$ cat src/rtl/sdram_if_pkg.sv
// Shared types and helpers for the SDRAM interface arbiter and future bus arbiters.
package sdram_if_pkg;

  typedef enum logic [1:0] {
    ST_IDLE    = 2'd0,
    ST_GRANT   = 2'd1,
    ST_RELEASE = 2'd2
  } state_t;

  localparam int ARB_FIXED = 0;
  localparam int ARB_RR    = 1;

  // Ceiling log2, usable in constant expressions.
  function automatic int clog2(input int value);
    int r;
    r = 0;
    while ((1 << r) < value) r++;
    return r;
  endfunction

endpackage

$ cat src/rtl/sdram_if_arbiter_arb_pick.sv
// One-hot winner selection over a request vector.
// mode=0: lowest index wins. mode=1: first requester at or above base, wrapping.
module arb_pick #(
  parameter int N  = 4,
  parameter int BW = 2
) (
  input  logic [N-1:0]  req,
  input  logic [BW-1:0] base,
  input  logic          mode,
  output logic [N-1:0]  win
);

  // Two passes: first only ports at or above base (round robin), then any port,
  // which handles the wrap and the fixed-priority case in one structure.
  always_comb begin
    logic found;
    int   base_i;
    win    = '0;
    found  = 1'b0;
    base_i = int'(base);
    for (int j = 0; j < N; j++) begin
      if (!found && req[j] && mode && (j >= base_i)) begin
        win[j] = 1'b1;
        found  = 1'b1;
      end
    end
    for (int j = 0; j < N; j++) begin
      if (!found && req[j]) begin
        win[j] = 1'b1;
        found  = 1'b1;
      end
    end
  end

endmodule

$ cat src/rtl/sdram_if_arbiter.sv
// N-port arbiter in front of sdram_ctrl: picks one master, muxes its request onto
// the controller interface and forwards the controller acks back to it.
//
// state      | meaning
// -----------+--------------------------------------------------------------
// ST_IDLE    | no owner; pick a winner once the controller reports idle
// ST_GRANT   | owner's acc/we/adr/dat/sel reach the controller, acks forwarded
// ST_RELEASE | acc dropped, owner held until the controller goes idle again
module sdram_if_arbiter
  import sdram_if_pkg::*;
#(
  parameter int PORTS     = 4,
  parameter int DW        = 16,
  parameter int AW        = 32,
  parameter int SW        = DW / 8,
  parameter int ARB_MODE  = 1,
  parameter int MAX_BEATS = 8,
  parameter int CW        = 4
) (
  input  logic                  sdram_clk,
  input  logic                  sdram_rst_n,
  input  logic [PORTS-1:0]      p_acc_i,
  input  logic [PORTS-1:0]      p_we_i,
  input  logic [PORTS*AW-1:0]   p_adr_i,
  input  logic [PORTS*DW-1:0]   p_dat_i,
  input  logic [PORTS*SW-1:0]   p_sel_i,
  output logic [PORTS-1:0]      p_ack_o,
  output logic [DW-1:0]         p_dat_o,
  output logic [AW-1:0]         p_adr_o,
  output logic [PORTS-1:0]      grant_o,
  input  logic                  idle_i,
  output logic                  acc_o,
  output logic                  we_o,
  output logic [AW-1:0]         adr_o,
  output logic [DW-1:0]         dat_o,
  output logic [SW-1:0]         sel_o,
  input  logic                  ack_i,
  input  logic [DW-1:0]         dat_i,
  input  logic [AW-1:0]         adr_i
);

  localparam int BW = (PORTS > 1) ? clog2(PORTS) : 1;
  // Compare value for the beat limit; the ack that hits it is the last one of the grant.
  localparam logic [CW-1:0] LIMIT = (MAX_BEATS > 0) ? CW'(MAX_BEATS - 1) : '0;

  state_t           state, state_nxt;
  logic [PORTS-1:0] grant, grant_nxt, pick;
  logic [CW-1:0]    beat_cnt, beat_nxt;
  logic [BW-1:0]    rr_base, rr_nxt, gidx;
  logic             acc_g, others_wait, at_limit;

  arb_pick #(.N(PORTS), .BW(BW)) u_pick (
    .req  (p_acc_i),
    .base (rr_base),
    .mode (ARB_MODE == ARB_RR),
    .win  (pick)
  );

  assign acc_g       = |(p_acc_i & grant);
  assign others_wait = |(p_acc_i & ~grant);
  assign at_limit    = (MAX_BEATS > 0) && (beat_cnt == LIMIT);

  assign p_dat_o = dat_i;
  assign p_adr_o = adr_i;
  assign grant_o = grant;

  // Request mux: port 0 drives the controller fields whenever nobody holds the grant.
  always_comb begin
    gidx  = '0;
    we_o  = p_we_i[0];
    adr_o = p_adr_i[0 +: AW];
    dat_o = p_dat_i[0 +: DW];
    sel_o = p_sel_i[0 +: SW];
    for (int i = 1; i < PORTS; i++) begin
      if (grant[i]) begin
        gidx  = BW'(i);
        we_o  = p_we_i[i];
        adr_o = p_adr_i[i*AW +: AW];
        dat_o = p_dat_i[i*DW +: DW];
        sel_o = p_sel_i[i*SW +: SW];
      end
    end
  end

  // State, grant, beat count and round-robin base registers.
  always_ff @(posedge sdram_clk) begin
    if (!sdram_rst_n) begin
      state    <= ST_IDLE;
      grant    <= '0;
      beat_cnt <= '0;
      rr_base  <= '0;
    end else begin
      state    <= state_nxt;
      grant    <= grant_nxt;
      beat_cnt <= beat_nxt;
      rr_base  <= rr_nxt;
    end
  end

  // Next-state logic plus acc/ack gating; acc_o and acks only ever flow in ST_GRANT.
  always_comb begin
    state_nxt = state;
    grant_nxt = grant;
    beat_nxt  = beat_cnt;
    rr_nxt    = rr_base;
    acc_o     = 1'b0;
    p_ack_o   = '0;
    case (state)
      ST_IDLE: begin
        beat_nxt = '0;
        if (idle_i && (|p_acc_i)) begin
          grant_nxt = pick;
          state_nxt = ST_GRANT;
        end
      end
      ST_GRANT: begin
        acc_o   = acc_g;
        p_ack_o = grant & {PORTS{ack_i}};
        if (ack_i && (beat_cnt != '1)) beat_nxt = beat_cnt + CW'(1);
        if (!acc_g) begin
          state_nxt = ST_RELEASE;
        end else if (ack_i && at_limit && others_wait) begin
          // Owner keeps acc high and competes again after the release.
          state_nxt = ST_RELEASE;
        end
      end
      ST_RELEASE: begin
        if (idle_i) begin
          grant_nxt = '0;
          state_nxt = ST_IDLE;
          if (ARB_MODE == ARB_RR) begin
            rr_nxt = (gidx == BW'(PORTS - 1)) ? '0 : gidx + BW'(1);
          end
        end
      end
      default: begin
        grant_nxt = '0;
        state_nxt = ST_IDLE;
      end
    endcase
  end

endmodule

$ cat config.mk
export PLATFORM = sky130hd
export DESIGN_NAME = sdram_if_arbiter
export DESIGN_NICKNAME = d
export VERILOG_FILES = /design/src/rtl/sdram_if_pkg.sv /design/src/rtl/sdram_if_arbiter_arb_pick.sv /design/src/rtl/sdram_if_arbiter.sv
export SDC_FILE = /design/constraint.sdc
export NUM_CORES = 1
export LEC_CHECK = 0
export ABC_AREA = 1
export BUFFER_PORTS_ARGS = -buffer_cell sky130_fd_sc_hd__buf_4
export CORE_AREA = 2 2 145 147
export CTS_CLUSTER_SIZE = 40
export DETAILED_ROUTE_END_ITERATION = 6
export DIE_AREA = 0 0 147 149
export HOLD_SLACK_MARGIN = 0.05
export MAX_ROUTING_LAYER = met4
export PLACE_DENSITY = 0.5
export SLEW_MARGIN = 30
export SYNTH_ARGS = -nofsm -noshare
export SYNTH_HDL_FRONTEND = slang
export SYNTH_HIERARCHICAL = 1
export SYNTH_SLANG_ARGS = --single-unit
$ cat constraint.sdc
create_clock -name sdram_clk -period 1.9 [get_ports sdram_clk]
set_clock_uncertainty 0.2 [all_clocks]
set_input_delay 0.285 -clock sdram_clk [delete_from_list [all_inputs] [get_ports sdram_clk]]
set_output_delay 0.285 -clock sdram_clk [all_outputs]
set_load 0.03 [all_outputs]
==> flow_metrics.tcl, run 1 <==
set metrics [dict create \
    status "finished with violations" \
    violations "negative setup slack" \
    arrival_ps 1560 \
    switching_share 0.437 \
    synth.distinct_cells 22 \
    yosys-top-cells-count "114 x nand2_1, 67 x nand3_1, 65 x inv_1, 54 x buf_4, 36 x o21ai_1" \
    rows 53 \
    grt_max_degree 43 \
    power.leakage_nw 3.08 \
    setup_ws_ps -145 \
    dp.final_hpwl_um 11800 \
    vias 4156 \
    grt_util_all_layers 0.129 \
    root_buffer "clkbuf_16" \
    maxSlewViolCount 0 \
    ys_async_sr_fraction 0 \
    drive_gt1_frac 0.582 \
    dp.cells 990 \
    reg2reg_slack_ps 350 \
    setup_tns_ps -5560 \
    critPathMaxStageDelay_ps 360 \
    cellPowerDensity_nw_per_um2 489 \
    irDropWorstVdd_mv 0.236 \
    cts.reportedPaths.clkPinSlew_ps 50 \
    hp-class "input port to flop" \
    yosysMostFrequentCell "nand2_1" \
    antenna_left 0 \
    startpoint_type "flop" \
    ys_seq_area_frac 0.0916 \
    overflow 0 \
    drc_errors 0 \
    cts_tree "yes" \
    start_util 0.128 \
    yosys-top-cells-area "nand2_1 16%, buf_4 15%, nand3_1 13%, inv_1 9.3%, dfxtp_1 9.2%" \
    clock_latency_ps 240 \
    timing_hold_violations_final 0 \
    synth_cells 491 \
    rsz0062_at_grt "true" \
    p_switching_mw 1.23 \
    period_needed_ps 2050 \
    first_iter_violations 125 \
    yosysTopAreaCellShare 0.163 \
    drt_first_pass_iters 4 \
    period_share 1.08 \
    endpoint_kind "output pin" \
    power_mw 2.81 \
    antennaDiodeCount 0 \
    hold_ws_ps 123 \
    synth-seq-cells 12 \
    htreeDepth 1 \
    yosys_warnings 6 \
    clkPwrFrac 0.155 \
    cts_buffer_depth 2 \
    path_class "flop to output pin" \
    die_area_um2 21900 \
    p_seq_frac 0.103 \
    syn_area_um2 2620 \
    grt_pass1_vias 4024 \
    grt_pass1_wl_um 21800 \
    place_congestion 0.812 \
    ys.flop_type "dfxtp_1" \
    viasPerCell 4.14 \
    cts_inserted_buffers 3 \
    final_cells 1005 \
    drt_wl_total_um 15700 \
    antenna_found_initial 0 \
    synth-edff-count 0 \
    fmax_mhz 489 \
    core_area_um2 20600 \
    port_buffers 271 \
    synth.avg_cell_area_um2 5.34 \
    wl_per_cell_um 15.6 \
    synth_largest_area_cell "nand2_1" \
    dieWidth_um 147 \
    nNetsFinal 992 \
    critical_path.cell_chain "buf_12, nor2_8, buf_12, clkbuf_16, nand2_2, nand3_1, o21ai_1, inv_1, buf_6" \
    max_cap_violations 0 \
    area_growth_pct 119 \
    crit_path_top_delay_cell "dfxtp_4" \
    required_ps 1410 \
    n_fill_cell 2296 \
    cts.sinks 12 \
    ioPinCount 368 \
    combPwrFrac 0.742 \
    setup-violations-final 52 \
    crit_path_frequent_cell "buf_12" \
    die_y_um 149 \
    p_int_mw 1.58 \
    worst-path-max-fanout 6 \
]
[metrics by stage]
step / worst slack (ps) / instance area (um^2) / util
floorplan: 32.6 / 2660 / -
global placement: 51.7 / 4810 / 0.234
detailed placement: 49.0 / 4810 / 0.234
CTS: -134 / 5180 / 0.252
global route: -207 / 5750 / 0.280
finish: -145 / 5750 / 0.280
[power groups by stage]
stage	combinational, mW	clock [mW]	sequential [mW]
CTS	1.88	0.448	0.288
global route	2.24	0.457	0.291
floorplan	1.06	0	0.298
global placement	1.72	0	0.293
detailed placement	1.72	0	0.293
finish	2.09	0.436	0.289
[worst paths after layout]
| check | start | to | cells past startpoint |
|---|---|---|---|
| worst max-delay path | grant_o[2]$_SDFFE_PN0P_ | dat_o[11] | 9 |
| worst min-delay path | sdram_rst_n | state[1]$_SDFFE_PN0P_ | 3 |
| worst max register to register | beat_cnt[0]$_SDFFE_PN0P_ | beat_cnt[3]$_SDFFE_PN0P_ | 8 |
| worst min register to register | grant_o[0]$_SDFFE_PN0P_ | grant_o[0]$_SDFFE_PN0P_ | 2 |
[area by class of cell]
cell class | count | area, um^2 | area share
inverters | 70 | 263 | 0.0457
clock buffers | 4 | 88.8 | 0.0154
flip-flops and latches | 12 | 246 | 0.0428
well taps | 275 | 344 | 0.0598
repair buffers | 305 | 2730 | 0.475
multi-input cells | 339 | 2080 | 0.362
[layer usage]
| metal | vias up | global-route usage | part of all wire |
|---|---|---|---|
| met2 | 217 | 0.225 | 0.49 |
| met1 | 1858 | 0.149 | 0.39 |
| li1 | 2044 | - | - |
| met4 | 0 | 0.0298 | 0.030 |
| met5 | - | - | 0 |
| met3 | 37 | 0.0343 | 0.091 |
[cell usage in the layout, fill, tap and decap left out]
cell / Yosys / layout
inv_2: 5 / 5
nand4_1: 8 / 8
nor3_2: 0 / 3
buf_4: 54 / 231
clkbuf_8: 0 / 1
nor2_2: 5 / 5
nand3_1: 67 / 34
nor2_1: 16 / 15
nor2_8: 1 / 1
o21ai_2: 0 / 12
a21oi_1: 30 / 29
nor3_1: 5 / 2
dfxtp_2: 0 / 2
o21ai_0: 22 / 3
nand2_2: 1 / 28
ha_1: 1 / 1
a22oi_2: 0 / 13
dfxtp_4: 0 / 1
o211ai_1: 1 / 1
a22oi_1: 25 / 12
clkbuf_16: 0 / 7
o21ai_1: 36 / 43
conb_1: 1 / 6
buf_8: 0 / 3
buf_6: 0 / 56
nand3_2: 1 / 34
nand2_1: 114 / 77
buf_12: 0 / 11
dfxtp_1: 12 / 9
a21oi_2: 0 / 1
nand2_4: 0 / 10
inv_1: 65 / 65
nor2_4: 0 / 1
[state kept, by name, summed over array words and instances, names as in the netlist]
register / count
state: 2
grant_o: 4
rr_base: 2
beat_cnt: 4
[kinds of logic after synthesis]
kind of cell / share of synthesized area
other: 0.00143
adders and majority gates: 0.00477
DFF: 0.0916
AOI/OAI and AO/OA: 0.242
buffers and inverters: 0.292
and+or+nand+nor: 0.368
[repair_timing]
action | CTS | global route
gates resized for setup | 63 | 128
buffers inserted | 3 | 3
setup endpoints to repair | 54 | 55
pin swaps | 5 | 3
gates cloned | 1 | 5
hold buffers | 0 | 0
[critical path: cells and delay by family (launching register included)]
kind | cells | cell delay, ps
buffers and inverters | 5 | 660
flip-flops | 1 | 360
AND/OR/NAND/NOR | 3 | 240
AO/OA/AOI/OAI | 1 | 60
No activity file was read; power rests on OpenSTA's default activity.
==> run 2, diff against run 1 <==
ABC_AREA = unset   (was 1)
PLACE_DENSITY = 0.52   (was 0.5)
==> run 2 against run 1 <==
Compared with the run above: the run still ends with negative setup slack left; combinational power fell by 34%; sequential share of layout area rose by 0.22 points; area after synthesis rose by 13%; setup slack got worse by 61 ps; clock power fell by 9.6%; worst hold slack improved by 73 ps; via count fell by 14%; maximum frequency fell by 2.9%.
==> flow_metrics.tcl, run 2 <==
set metrics [dict create \
    status "finished with violations" \
    violations "negative setup slack" \
    yosys-top-cells-area "mux2_2 19%, mux2i_1 18%, buf_4 13%, o21ai_1 8.6%, dfxtp_1 8.1%" \
    viasPerCell 4.03 \
    cts_inserted_buffers 3 \
    fmax_mhz 475 \
    ys_async_sr_fraction 0 \
    die_y_um 149 \
    grt_util_all_layers 0.116 \
    irDropWorstVdd_mv 0.317 \
    critPathMaxStageDelay_ps 430 \
    die_area_um2 21900 \
    hold_ws_ps 196 \
    endpoint_kind "output pin" \
    rows 53 \
    hp-class "input port to flop" \
    required_ps 1410 \
    period_needed_ps 2110 \
    final_core_util 0.271 \
    max_cap_violations 0 \
    r2r_cells 4 \
    synth.distinct_cells 49 \
    yosysMostFrequentCell "nand2_1" \
    yosys_warnings 6 \
    area_growth_pct 88.3 \
    timing_hold_violations_final 0 \
    holdPathStages 3 \
    grt_max_degree 43 \
    worst-path-max-fanout 6 \
    maxSlewViolCount 0 \
    root_buffer "clkbuf_16" \
    multi_input_area_um2 2360 \
    antenna_left 0 \
    cts.sinks 12 \
    dieWidth_um 147 \
    clock_latency_ps 240 \
    core_area_um2 20600 \
    synth.avg_cell_area_um2 7.64 \
    nNetsFinal 876 \
    final_common_cell "buf_4" \
    grt_pass1_wl_um 19400 \
    rsz0062_at_grt "true" \
    setup-violations-final 51 \
    drt_wl_total_um 13100 \
    cellPowerDensity_nw_per_um2 367 \
    overflow 0 \
    cts_buffer_depth 2 \
    antenna_found_initial 0 \
    syn_area_um2 2960 \
    drive_gt1_frac 0.604 \
    ys.flop_type "dfxtp_1" \
    cts.reportedPaths.clkPinSlew_ps 50 \
    crit_path_top_delay_cell "dfxtp_4" \
    drc_errors 0 \
    grt_pass1_vias 3489 \
    cts_hold_repair.buffers 0 \
    synth-edff-count 0 \
    period_share 1.11 \
    dp.final_hpwl_um 10600 \
    ys_seq_area_frac 0.0811 \
    arrival_ps 1620 \
    synth_cells 388 \
    seqCellArea_um2 251 \
    yosysTopAreaCellShare 0.194 \
    ioPinCount 368 \
    htreeDepth 1 \
    port_buffers 271 \
    first_iter_violations 119 \
    synth_largest_area_cell "mux2_2" \
    critical_path.cell_chain "buf_12, buf_16, mux2i_1, o21ai_1, mux2_4, buf_6" \
    drt_first_pass_iters 4 \
    power.leakage_nw 2.42 \
    antennaDiodeCount 0 \
    synth-seq-cells 12 \
    path_class "flop to output pin" \
    setup_ws_ps -207 \
    vias 3579 \
    yosys-top-cells-count "54 x nand2_1, 52 x mux2i_1, 51 x buf_4, 51 x mux2_2, 51 x o21ai_1" \
    layout_common_cells "241 x buf_4, 54 x nand2_1, 49 x o21ai_1, 48 x mux2i_1, 42 x buf_6" \
    cts_tree "yes" \
    n_fill_cell 2232 \
    wl_per_cell_um 14.7 \
    startpoint_type "flop" \
    place_congestion 0.804 \
    start_util 0.144 \
]
run 2: kinds of logic after synthesis:
logic type	after synthesis	synth area share
adder cells (fa/ha/maj)	1	0.00422
AO/OA/AOI/OAI	86	0.184
buffers and inverters	85	0.188
other	1	0.00127
multiplexers	103	0.370
AND/OR/NAND/NOR	100	0.172
flip-flops	12	0.0811
run 2: timing repair:
action,CTS,global route
setup endpoints to repair,56,52
gates cloned,2,0
buffers inserted,5,1
resized for setup,49,10
pin swaps,0,2
run 2: per-stage QoR:
step           setup TNS [ps]  std cells  total power [mW]  area (um^2)  setup slack [ps]
2_1_floorplan               0        393              1.12         3100              18.4
3_3_place_gp                0        878              1.55         5160              2.49
3_5_place_dp            -10.1        878              1.55         5160             -10.1
4_1_cts                 -8200        889              2.06         5540              -216
5_1_grt                -10660        889              2.16         5580              -263
6_report                -7330        889              2.05         5580              -207
run 2: routing by layer:
metal | global-route usage | up-vias | part of all wire
li1 | - | 1788 | -
met1 | 0.129 | 1604 | 0.40
met2 | 0.207 | 167 | 0.50
met3 | 0.0343 | 20 | 0.081
met4 | 0.0250 | 0 | 0.018
met5 | - | - | 0
run 2: power by group:
| part | internal (mW) | leakage, nW | switching (mW) | total [mW] |
|---|---|---|---|---|
| Sequential | 0.259 | 0.0997 | 0.0162 | 0.275 |
| Clock | 0.278 | 0.0385 | 0.116 | 0.394 |
| Combinational | 0.773 | 2.28 | 0.608 | 1.38 |
run 2: path summary, 6_finish.rpt:
| path | start | endpoint | slack, ps |
|---|---|---|---|
| max reg2reg | beat_cnt[0]$_SDFFE_PN0P_ | state[0]$_SDFFE_PN0P_ | 320 |
| min | ack_i | beat_cnt[0]$_SDFFE_PN0P_ | 200 |
| min reg2reg | beat_cnt[3]$_SDFFE_PN0P_ | beat_cnt[3]$_SDFFE_PN0P_ | 330 |
| max | grant_o[1]$_SDFFE_PN0P_ | adr_o[3] | -210 |
run 2: area by class of cell:
class                   count  share of cell area
inverters                   8             0.00538
clock buffers               3              0.0135
well taps                 275              0.0617
flip-flops and latches     12              0.0451
repair buffers            294               0.451
clock inverters             1            0.000673
multi-input cells         296               0.423
run 2: worst max-delay path, delay by kind of cell (launching register included):
family / cells / cell delay (ps)
flops: 1 / 430
mux: 2 / 480
compound gates: 1 / 90
buf+inv: 3 / 390
